### config.mk
export PLATFORM = sky130hd
export DESIGN_NAME = cdc_sync_bank
export DESIGN_NICKNAME = d
export VERILOG_FILES = /design/src/rtl/cdc_pkg.sv /design/src/rtl/cdc_sync_filt_ch.sv /design/src/rtl/cdc_sync_bank.sv
export SDC_FILE = /design/constraint.sdc
export NUM_CORES = 1
export LEC_CHECK = 0
export CORE_ASPECT_RATIO = 0.9
export CORE_MARGIN = 10
export CORE_UTILIZATION = 49
export DETAILED_ROUTE_END_ITERATION = 16
export MAX_ROUTING_LAYER = met4
export PLACE_DENSITY = 0.82
export SYNTH_ARGS = -nofsm -noshare
export SYNTH_HDL_FRONTEND = slang
export SYNTH_SLANG_ARGS = --single-unit
### constraint.sdc
create_clock -name clock -period 1.2 [get_ports clock]
set_input_delay 0.12 -clock clock [delete_from_list [all_inputs] [get_ports clock]]
set_output_delay 0.12 -clock clock [all_outputs]
set_load 0.02 [all_outputs]
### src/rtl/cdc_pkg.sv
// Shared constants, types and helpers for the multi-channel CDC synchroniser bank.
package cdc_pkg;

    localparam int MIN_STAGES = 2;

    typedef enum logic [1:0] {EV_NONE, EV_RISE, EV_FALL} cdc_event_e;

    // Counter width able to hold 0..n, never narrower than one bit.
    function automatic int cnt_width(input int n);
        int w;
        w = $clog2(n + 1);
        return (w < 1) ? 1 : w;
    endfunction

endpackage

### src/rtl/cdc_sync_filt_ch.sv
// One channel: synchroniser chain, optional stable-count glitch filter, edge pulses.
module cdc_sync_filt_ch
    import cdc_pkg::*;
#(
    parameter int   STAGES        = 2,
    parameter int   FILTER_CYCLES = 3,
    parameter logic RST_VAL       = 1'b0
) (
    input  logic clock,
    input  logic arst_n,
    input  logic din,
    output logic dout,
    output logic rise_pulse,
    output logic fall_pulse
);

    (* ASYNC_REG = "TRUE" *) logic [STAGES-1:0] chain;
    logic sync_out;

    always_ff @(posedge clock) begin
        if (!arst_n) chain <= {STAGES{RST_VAL}};
        else         chain <= {chain[STAGES-2:0], din};
    end

    assign sync_out = chain[STAGES-1];

    generate
        if (FILTER_CYCLES == 0) begin : g_bypass
            // Delayed copy keeps the pulses aligned with the unfiltered level.
            logic sync_d;

            always_ff @(posedge clock) begin
                if (!arst_n) sync_d <= RST_VAL;
                else         sync_d <= sync_out;
            end

            assign dout       = sync_out;
            assign rise_pulse = sync_out & ~sync_d;
            assign fall_pulse = ~sync_out & sync_d;
        end else begin : g_filt
            localparam int             CW       = cnt_width(FILTER_CYCLES);
            localparam logic [CW-1:0]  CNT_LAST = CW'(FILTER_CYCLES - 1);

            logic [CW-1:0] cnt;
            logic          level;
            logic          rise_q;
            logic          fall_q;

            always_ff @(posedge clock) begin
                if (!arst_n) begin
                    level  <= RST_VAL;
                    cnt    <= '0;
                    rise_q <= 1'b0;
                    fall_q <= 1'b0;
                end else begin
                    rise_q <= 1'b0;
                    fall_q <= 1'b0;
                    if (sync_out == level) begin
                        cnt <= '0;
                    end else if (cnt == CNT_LAST) begin
                        // Pulse registers update on the same edge as level so they coincide.
                        level  <= sync_out;
                        cnt    <= '0;
                        rise_q <= sync_out;
                        fall_q <= ~sync_out;
                    end else begin
                        cnt <= cnt + CW'(1);
                    end
                end
            end

            assign dout       = level;
            assign rise_pulse = rise_q;
            assign fall_pulse = fall_q;
        end
    endgenerate

endmodule

### src/rtl/cdc_sync_bank.sv
// WIDTH independent single-bit synchroniser channels with level, edge pulses and a change summary.
module cdc_sync_bank
    import cdc_pkg::*;
#(
    parameter int               WIDTH         = 4,
    parameter int               STAGES        = 2,
    parameter int               FILTER_CYCLES = 3,
    parameter logic [WIDTH-1:0] RESET_VAL     = '0
) (
    input  logic             clock,
    input  logic             arst_n,
    input  logic [WIDTH-1:0] din,
    output logic [WIDTH-1:0] dout,
    output logic [WIDTH-1:0] rise_pulse,
    output logic [WIDTH-1:0] fall_pulse,
    output logic             change_any
);

    generate
        if (STAGES < MIN_STAGES) begin : g_chk_stages
            $fatal(1, "cdc_sync_bank: STAGES must be >= %0d", MIN_STAGES);
        end
        if (FILTER_CYCLES < 0 || FILTER_CYCLES > 65535) begin : g_chk_filt
            $fatal(1, "cdc_sync_bank: FILTER_CYCLES out of range 0..65535");
        end
        if (WIDTH < 1) begin : g_chk_width
            $fatal(1, "cdc_sync_bank: WIDTH must be >= 1");
        end

        for (genvar i = 0; i < WIDTH; i++) begin : g_ch
            cdc_sync_filt_ch #(
                .STAGES        (STAGES),
                .FILTER_CYCLES (FILTER_CYCLES),
                .RST_VAL       (RESET_VAL[i])
            ) u_ch (
                .clock      (clock),
                .arst_n     (arst_n),
                .din        (din[i]),
                .dout       (dout[i]),
                .rise_pulse (rise_pulse[i]),
                .fall_pulse (fall_pulse[i])
            );
        end
    endgenerate

    assign change_any = |{rise_pulse, fall_pulse};

endmodule

; ---- Yosys cells after proc, flatten, opt, wreduce, memory -nomap -nowiden
; Cells that the tools add are included.
[word_totals]
ff_bits = 28
input_bits = 6
elab_cells = 58
[classes]
add_sub_neg = 4
n_eq_ne = 8
n_bitwise = 13
reduce_logical = 13
[ops]
columns = cell, n
row1 = $reduce_or A3 Y1, 8
row2 = $not A1 Y1, 13
row3 = $add A2 B1 Y2 const B, 4
row4 = $eq A2 B2 Y1 const B, 4
row5 = $reduce_and A2 Y1, 4
row6 = $reduce_or A8 Y1, 1
row7 = $eq A1 B1 Y1, 4

; ---- Logic depth before layout (Yosys ltp)
; Gate-level depths: netlist of run 1.
[logic_depth]
ltp_word = 3
depth_mapped = 4

; ---- Cells and area by module
; From an unflattened synthesis of run 1, not the netlist that was laid out.
[unflattened]
hier_cells = 79
area_unflattened_um2 = 937.1
[modules_own_cells]
columns = module, instances, cells_per_inst, area_each_um2, seq_area_each_um2
row1 = cdc_sync_filt_ch, 4, 19, 230.2, 140.1
row2 = cdc_sync_bank, 1, 3, 16.3, 0.0

; ---- Worst setup path after synthesis of run 1
; OpenSTA, ideal clock, no wires.
[synth_path]
path_kind = reg-to-reg
from = reg g_ch[3].u_ch.g_filt.cnt[0]
to = reg g_ch[3].u_ch.g_filt.cnt[1]
setup_time_ps = 96
arrival_time_ps = 859
required_ps = 1104
slack_ps = 245
path_stages_with_launch = 4
n_path_buf = 0
synth_period_minus_slack_ps = 955
cell_sequence = dfxtp_1 -> inv_1 -> ha_1 -> nor4b_1
[synth_between]
elab_chain_cells = 2
word_cells_on_any_way = 3
[synth_rtl]
columns = item, line_no
row1 = start: declaration, cdc_sync_filt_ch.sv:44  ; logic [CW-1:0] cnt;
row2 = start signal: assignment, cdc_sync_filt_ch.sv:67  ; cnt <= cnt + CW'(1);
row3 = $eq A2 B2 Y1, cdc_sync_filt_ch.sv:60  ; end else if (cnt == CNT_LAST) begin
row4 = $reduce_or A3 Y1 (no source line), n/a
; Parallel ways exist; a longest one is shown, timed or not.
; A chain may end at the register's enable or synchronous reset.

; ---- Worst setup path after layout of run 1
[layout_path]
from = reg g_ch[0].u_ch.g_filt.rise_q
to = out change_any
[layout_between]
elab_chain_cells = 1
[layout_rtl]
columns = item, line_no
row1 = start: declaration, cdc_sync_filt_ch.sv:46  ; logic rise_q;
row2 = start signal: assignment, cdc_sync_filt_ch.sv:64  ; rise_q <= sync_out;
row3 = $reduce_or A8 Y1, cdc_sync_bank.sv:46  ; assign change_any = |{rise_pulse, fall_pulse};
row4 = end: declaration, cdc_sync_bank.sv:16  ; output logic change_any
; Every way passes these cells.

==> impl_metrics.env, run 1 <==
export IMPL_status="finished with violations"
export IMPL_violations="negative setup slack"
export IMPL_maxSlewViolCount=0
export IMPL_endpoint_kind="output port"
export IMPL_synth_cell_type_count=13
export IMPL_die_area_mm2=0.00436
export IMPL_slowest_delay_ns=0.35
export IMPL_grt_pass1_vias=678
export IMPL_netSwitchingFraction=0.194
export IMPL_grt_pass1_wl_mm=2.80
export IMPL_yosys_top_cells_area="dfxtp_1 54%, buf_4 9.4%, nor4b_1 6.7%, nor3b_1 5.8%, and2_1 4.8%"
export IMPL_synth_avg_cell_area_um2=11.2
export IMPL_dp_cells=128
export IMPL_areaGrowthSynthToFinish_pct=19.3
export IMPL_ys_warn_count=0
export IMPL_top_layer="met4"
export IMPL_synth_top_area_frac=0.540
export IMPL_power_density_mw_per_mm2=1170
export IMPL_rsz0062_at_grt="yes"
export IMPL_p_int_w=0.00117
export IMPL_rows=15
export IMPL_drt_first_pass_iters=2
export IMPL_post_route_period_util=1.07
export IMPL_min_period_ns=1.28
export IMPL_die_w_um=68.5
export IMPL_clock_sinks=28
export IMPL_synthCells=93
export IMPL_ant_nets=0
export IMPL_syn_area_mm2=0.00104
export IMPL_finalSetupViolCount=1
export IMPL_synth_flop_cell="dfxtp_1"
export IMPL_vias_per_cell=4.83
export IMPL_synthArstFlopShare=0
export IMPL_yosysSeqAreaShare=0.540
export IMPL_ir_worst_vdd_uv=745
export IMPL_drc=0
export IMPL_grt_use_total=0.0863
export IMPL_wire_per_inst_um=12.6
export IMPL_critPathRequiredTime_ns=1.08
export IMPL_whs_path_depth=2
export IMPL_fmax_mhz=782
export IMPL_cts_max_level=1
export IMPL_p_switching_w=0.000281
export IMPL_overflow=0
export IMPL_grt_max_degree=16
export IMPL_worstSetupPathType="reg -> out"
export IMPL_synthTopCellsByCount="28 x dfxtp_1, 13 x buf_4, 8 x and2_1, 8 x nor3b_1, 8 x nor4b_1"
export IMPL_synth_area_leader_cell="dfxtp_1"
export IMPL_cts_root_buf="clkbuf_4"
export IMPL_synth_most_common_cell="dfxtp_1"
export IMPL_wl_met3_um=145
export IMPL_clk_pin_slew_ns=0.13
export IMPL_clkPwrFrac=0.301
export IMPL_core_area_mm2=0.00197
export IMPL_worst_pin_slew_ns=0.285
export IMPL_synth_edff_count=0
export IMPL_fin_cells=132
export IMPL_wl_met2_um=756
export IMPL_fin_nets=118
export IMPL_crit_chain="nor4_2 -> nand2_1 -> buf_6"
export IMPL_post_cts_buffers=0
export IMPL_routabilityCongestion=0.703
export IMPL_path_max_fanout=2
export IMPL_insertion_delay_ns=0.32
export IMPL_numCtsBuffers=3
export IMPL_initial_core_util=0.527
export IMPL_seq_power_share=0.659
export IMPL_dp_hpwl_mm=1.26
export IMPL_reg2reg_slack_ns=0.11
export IMPL_relSlewSlack=0.807
export IMPL_p_comb_frac=0.040
export IMPL_whs_ns=0.363
export IMPL_hold_class="in -> reg"
export IMPL_io_pins=19
export IMPL_ys_ff_latch=28
export IMPL_start_kind="register"
export IMPL_hold_viol=0
export IMPL_crit_slowest_cell="dfxtp_2"
export IMPL_numPortBuffers=18
export IMPL_clock_skew_ns=0.00182
export IMPL_drt_iter0_drc=4
export IMPL_antenna_found_initial=0
export IMPL_worstRegToRegCells=3
export IMPL_antenna_cells=0
export IMPL_wl_met1_um=702
export IMPL_die_h_um=63.7
export IMPL_num_vias=638
export IMPL_cap_violations=0
export IMPL_cts_hold_buf=0
export IMPL_total_leakage_power_nw=0.478
export IMPL_synth_nets=103
export IMPL_post_place_ws_ns=-0.146
export IMPL_tritoncts="built"
export IMPL_drive_gt1_frac=0.150
export IMPL_routed_wl_mm=1.67
export IMPL_fin_ws_ns=-0.0783
export IMPL_worstPathArrival_ns=1.16
export IMPL_cts_buffer_depth=2
flip-flops by register name, indices dropped and copies added, names as in the netlist:
register,cells
g_ch.u_ch.dout,4
g_ch.u_ch.rise_pulse,4
g_ch.u_ch.chain,8
g_ch.u_ch.fall_pulse,4
g_ch.u_ch.g_filt.cnt,8
power by group through the flow:
stage | Sequential [W] | Clock [W] | Combinational [W]
global route | 0.000960 | 0.000500 | 0.0000650
detailed placement | 0.000976 | 0 | 0.0000592
CTS | 0.000956 | 0.000452 | 0.0000591
finish | 0.000956 | 0.000437 | 0.0000582
floorplan | 0.000974 | 0 | 0.0000339
global placement | 0.000976 | 0 | 0.0000563
stage by stage:
| stage | cell area [µm²] | setup TNS (ns) | total power, W | utilization |
|---|---|---|---|---|
| after floorplan | 1040 | 0 | 0.00101 | - |
| after global placement | 1190 | -0.0976 | 0.00103 | 0.606 |
| after detailed placement | 1190 | -0.171 | 0.00104 | 0.606 |
| after CTS | 1220 | -0.100 | 0.00147 | 0.618 |
| after global routing | 1240 | -0.177 | 0.00153 | 0.629 |
| final | 1240 | -0.0783 | 0.00145 | 0.629 |
what timing repair did:
| action | 4_1_cts | 5_1_grt |
|---|---|---|
| gates cloned | 0 | 0 |
| resized for setup | 18 | 10 |
| setup endpoints to repair | 13 | 7 |
| endpoints found under the hold margin | 0 | 0 |
| pin swaps | 0 | 2 |
critical path, delay by kind of cell, from the launching register on:
kind,cells,cell delay [ns]
buf+inv,1,0.14
simple gates,2,0.35
flops,1,0.35
per-layer routing:
layer | up-vias | global-route usage
met1 | 286 | 0.0875
met5 | - | -
li1 | 326 | -
met2 | 20 | 0.132
met3 | 6 | 0.0283
met4 | 0 | 0.0653
cell families after synthesis:
kind of cell,Yosys count,synth area share
multiplexers,4,0.0386
XOR/XNOR,4,0.0337
AND/OR/NAND/NOR,35,0.228
flip-flops,28,0.540
buffers and inverters,18,0.112
adder cells (fa/ha/maj),4,0.0482
final cells by class:
| type | count | area (µm²) |
|---|---|---|
| Fill cell | 159 | 732 |
| Multi-Input combinational cell | 47 | 374 |
| Timing Repair Buffer | 24 | 218 |
| Sequential cell | 28 | 564 |
| Clock buffer | 4 | 36.3 |
| Inverter | 4 | 15.0 |
| Tap cell | 25 | 31.3 |
worst paths after layout:
check | start | endpoint
max reg2reg | g_ch[0].u_ch.g_filt.cnt[0] | g_ch[0].u_ch.g_filt.cnt[0]
min | din[0] | g_ch[0].u_ch.chain[0]
min reg2reg | g_ch[3].u_ch.g_filt.cnt[0] | g_ch[3].u_ch.g_filt.cnt[0]
max | g_ch[0].u_ch.rise_pulse | change_any
layout by cell type (no fill, tap or decap), types with 5 or more instances in the layout:
cell and instances:
clkdlybuf4s15_1 5, nor3b_1 8, dfxtp_1 25, and2_1 8
buf_4 6, dlygate4sd2_1 7, nor4b_1 8, clkdlybuf4s50_1 5
nand2_1 5
(Power assumes the default switching activity.)
==> inputs of run 2 (changes only) <==
--- a/config.mk
+++ b/config.mk
@@ -11,6 +11,7 @@
 export DETAILED_ROUTE_END_ITERATION = 16
 export MAX_ROUTING_LAYER = met4
 export PLACE_DENSITY = 0.82
+export SLEW_MARGIN = 20
 export SYNTH_ARGS = -nofsm -noshare
 export SYNTH_HDL_FRONTEND = slang
 export SYNTH_SLANG_ARGS = --single-unit
==> results of run 2 <==
The final DEF is identical to that of run 1; final timing and power are the same.
==> inputs of run 3 (changes only) <==
--- a/config.mk
+++ b/config.mk
@@ -5,12 +5,14 @@
 export SDC_FILE = /design/constraint.sdc
 export NUM_CORES = 1
 export LEC_CHECK = 0
+export ABC_AREA = 1
 export CORE_ASPECT_RATIO = 0.9
 export CORE_MARGIN = 10
-export CORE_UTILIZATION = 49
+export CORE_UTILIZATION = 50
 export DETAILED_ROUTE_END_ITERATION = 16
+export HOLD_SLACK_MARGIN = 0.1
 export MAX_ROUTING_LAYER = met4
-export PLACE_DENSITY = 0.82
+export PLACE_DENSITY = 0.83
 export SLEW_MARGIN = 20
 export SYNTH_ARGS = -nofsm -noshare
 export SYNTH_HDL_FRONTEND = slang
==> constraint.sdc (replaced) <==
create_clock -name clock -period 1.2 [get_ports clock]
set_input_delay 0.36 -clock clock [delete_from_list [all_inputs] [get_ports clock]]
set_output_delay 0.36 -clock clock [all_outputs]
set_load 0.02 [all_outputs]
==> run 3 against run 2 <==
  * The run still ends with negative setup slack left
  * Die area grew 1.2%
  * Utilization is 6.6 points higher
  * Clock power is 40% higher
  * Clock-buffer cell count decreased by 1
  * Hold slack better by 0.057 ns
  * Global-route usage grew 1.2 points
  * Wire length grew 17%
  * Setup slack got worse by 0.13 ns
  * Power grew 12%
  * Largest cell class unchanged
==> impl_metrics.env, run 3 <==
export IMPL_status="finished with violations"
export IMPL_violations="negative setup slack"
export IMPL_synthTopCellsByCount="28 x dfxtp_1, 26 x nand2_1, 24 x inv_1"
export IMPL_ys_ff_latch=28
export IMPL_synthArstFlopShare=0
export IMPL_endpoint_kind="output port"
export IMPL_overflow=0
export IMPL_drive_gt1_frac=0.336
export IMPL_worstPathArrival_ns=1.05
export IMPL_tritoncts="built"
export IMPL_maxSlewViolCount=0
export IMPL_synth_nets=141
export IMPL_core_area_mm2=0.00199
export IMPL_cts_max_level=1
export IMPL_final_cell_mix="26 x nand2_1, 24 x inv_1, 16 x dfxtp_1"
export IMPL_insertion_delay_ns=0.33
export IMPL_antenna_cells=0
export IMPL_post_place_ws_ns=-0.238
export IMPL_ys_warn_count=0
export IMPL_start_kind="register"
export IMPL_fin_ws_ns=-0.211
export IMPL_cap_violations=0
export IMPL_antenna_found_initial=0
export IMPL_crit_chain="nor2_2 -> nand4_1 -> buf_6"
export IMPL_drt_first_pass_iters=4
export IMPL_numPortBuffers=18
export IMPL_synth_most_common_cell="dfxtp_1"
export IMPL_die_w_um=69.0
export IMPL_ant_nets=0
export IMPL_synth_avg_cell_area_um2=8.23
export IMPL_syn_area_mm2=0.00108
export IMPL_routed_wl_mm=1.95
export IMPL_routabilityCongestion=0.703
export IMPL_num_vias=796
export IMPL_synth_top_area_frac=0.520
export IMPL_ir_worst_vdd_uv=1180
export IMPL_io_pins=19
export IMPL_clock_sinks=28
export IMPL_hold_viol=0
export IMPL_synth_area_leader_cell="dfxtp_1"
export IMPL_total_leakage_power_nw=0.633
export IMPL_synthCells=131
export IMPL_worstSetupPathType="reg -> out"
export IMPL_clock_skew_ns=0.00734
export IMPL_numCtsBuffers=3
export IMPL_fin_cells=177
export IMPL_rsz0062_at_grt="yes"
export IMPL_fmax_mhz=709
export IMPL_rows=15
export IMPL_finish_utilization=0.694
export IMPL_relSlewSlack=0.871
export IMPL_die_area_mm2=0.00442
export IMPL_power_density_mw_per_mm2=1180
export IMPL_path_max_fanout=2
export IMPL_cts_buffer_depth=2
export IMPL_clk_pin_slew_ns=0.15
export IMPL_largest_registers="g_ch.u_ch.chain x8, g_ch.u_ch.g_filt.cnt x8"
export IMPL_die_h_um=64.1
export IMPL_dp_cells=171
export IMPL_grt_pass1_wl_mm=3.24
export IMPL_initial_core_util=0.542
export IMPL_critPathRequiredTime_ns=0.84
export IMPL_finalSetupViolCount=5
export IMPL_critPathTopFamily="flip-flops"
export IMPL_dp_hpwl_mm=1.50
export IMPL_tns_ns=-0.626
export IMPL_cts_hold_buf=0
export IMPL_vias_per_cell=4.50
export IMPL_fin_nets=163
export IMPL_grt_max_degree=17
export IMPL_yosys_top_cells_area="dfxtp_1 52%, buf_4 9.0%, nand2_1 9.0%, inv_1 8.4%, nor2_1 5.6%"
export IMPL_min_period_ns=1.41
export IMPL_grt_use_total=0.0983
export IMPL_grt_pass1_vias=817
export IMPL_layout_commonest_cell="nand2_1"
export IMPL_wire_per_inst_um=11.0
export IMPL_cts_root_buf="clkbuf_4"
export IMPL_yosysSeqAreaShare=0.520
export IMPL_post_route_period_util=1.18
export IMPL_drc=0
export IMPL_synth_edff_count=0
export IMPL_crit_slowest_cell="dfxtp_2"
export IMPL_areaGrowthSynthToFinish_pct=28.1
export IMPL_path_buf_inv=1
export IMPL_synth_flop_cell="dfxtp_1"
export IMPL_totalPowerFinal_w=0.00163
export IMPL_worst_pin_slew_ns=0.191
export IMPL_drt_iter0_drc=31
export IMPL_hold_class="reg -> reg"
export IMPL_slowest_delay_ns=0.35
export IMPL_synth_cell_type_count=13
-- run 3: cell count changes after synthesis, sizes merged, moves of 2 or more --
cell   previous run  this run
a21oi             0         4
and2              8         0
inv               4        25
mux2i             4         0
nand2             5        28
nand3             0         4
nor2              0        16
nor2b             4         0
nor3              0         8
nor3b             8         0
nor4              2         0
nor4b             8         0
xnor2             4         0
-- run 3: logic make-up (layout without fill, tap and decap cells) --
logic type	count (synthesis)	after routing	share of synthesized area
buf+inv	38	59	0.177
simple gates	57	57	0.238
compound gates	4	4	0.0186
flops	28	28	0.520
fa+ha+maj	4	4	0.0464
-- run 3: stage by stage --
step	area (µm²)	hold slack [ns]
floorplan	1080	0.390
detailed placement	1270	0.404
global route	1380	0.446
finish	1380	0.420
global placement	1270	0.394
CTS	1320	0.425
-- run 3: where the power goes --
group	switching, W	total, W	internal, W
Clock	0.000272	0.000610	0.000338
Combinational	0.0000318	0.0000641	0.0000322
Sequential	0.00000945	0.000956	0.000946
-- run 3: final cells by class --
| cell class | count | area, µm² |
|---|---|---|
| Clock buffer | 3 | 22.5 |
| Tap cell | 25 | 31.3 |
| Clock inverter | 1 | 30.0 |
| Multi-Input combinational cell | 65 | 334 |
| Inverter | 25 | 93.8 |
| Sequential cell | 28 | 576 |
| Fill cell | 168 | 608 |
| Timing Repair Buffer | 30 | 294 |
-- run 3: layer usage --
layer	vias up	global-route usage	wire length (µm)
met4	0	0.0665	61
li1	423	-	-
met5	-	-	0
met3	6	0.0383	166
met1	349	0.0806	724
met2	18	0.172	995
-- run 3: final timing paths --
check,depth (start not counted),startpoint,slack [ns],endpoint
worst max-delay path,3,g_ch[2].u_ch.rise_pulse,-0.21,change_any
worst min-delay path,1,g_ch[2].u_ch.g_filt.cnt[0],0.42,g_ch[2].u_ch.g_filt.cnt[0]
worst min register to register,1,g_ch[2].u_ch.g_filt.cnt[0],0.42,g_ch[2].u_ch.g_filt.cnt[0]
worst max register to register,5,g_ch[1].u_ch.g_filt.cnt[0],0.20,g_ch[1].u_ch.g_filt.cnt[1]
-- run 3: timing repair --
item                                    in CTS  in global routing
pin swaps                                    1                  3
endpoints found under the setup margin      13                 13
gates cloned                                 0                  0
setup buffers                                0                  2
resized for setup                           75                 20
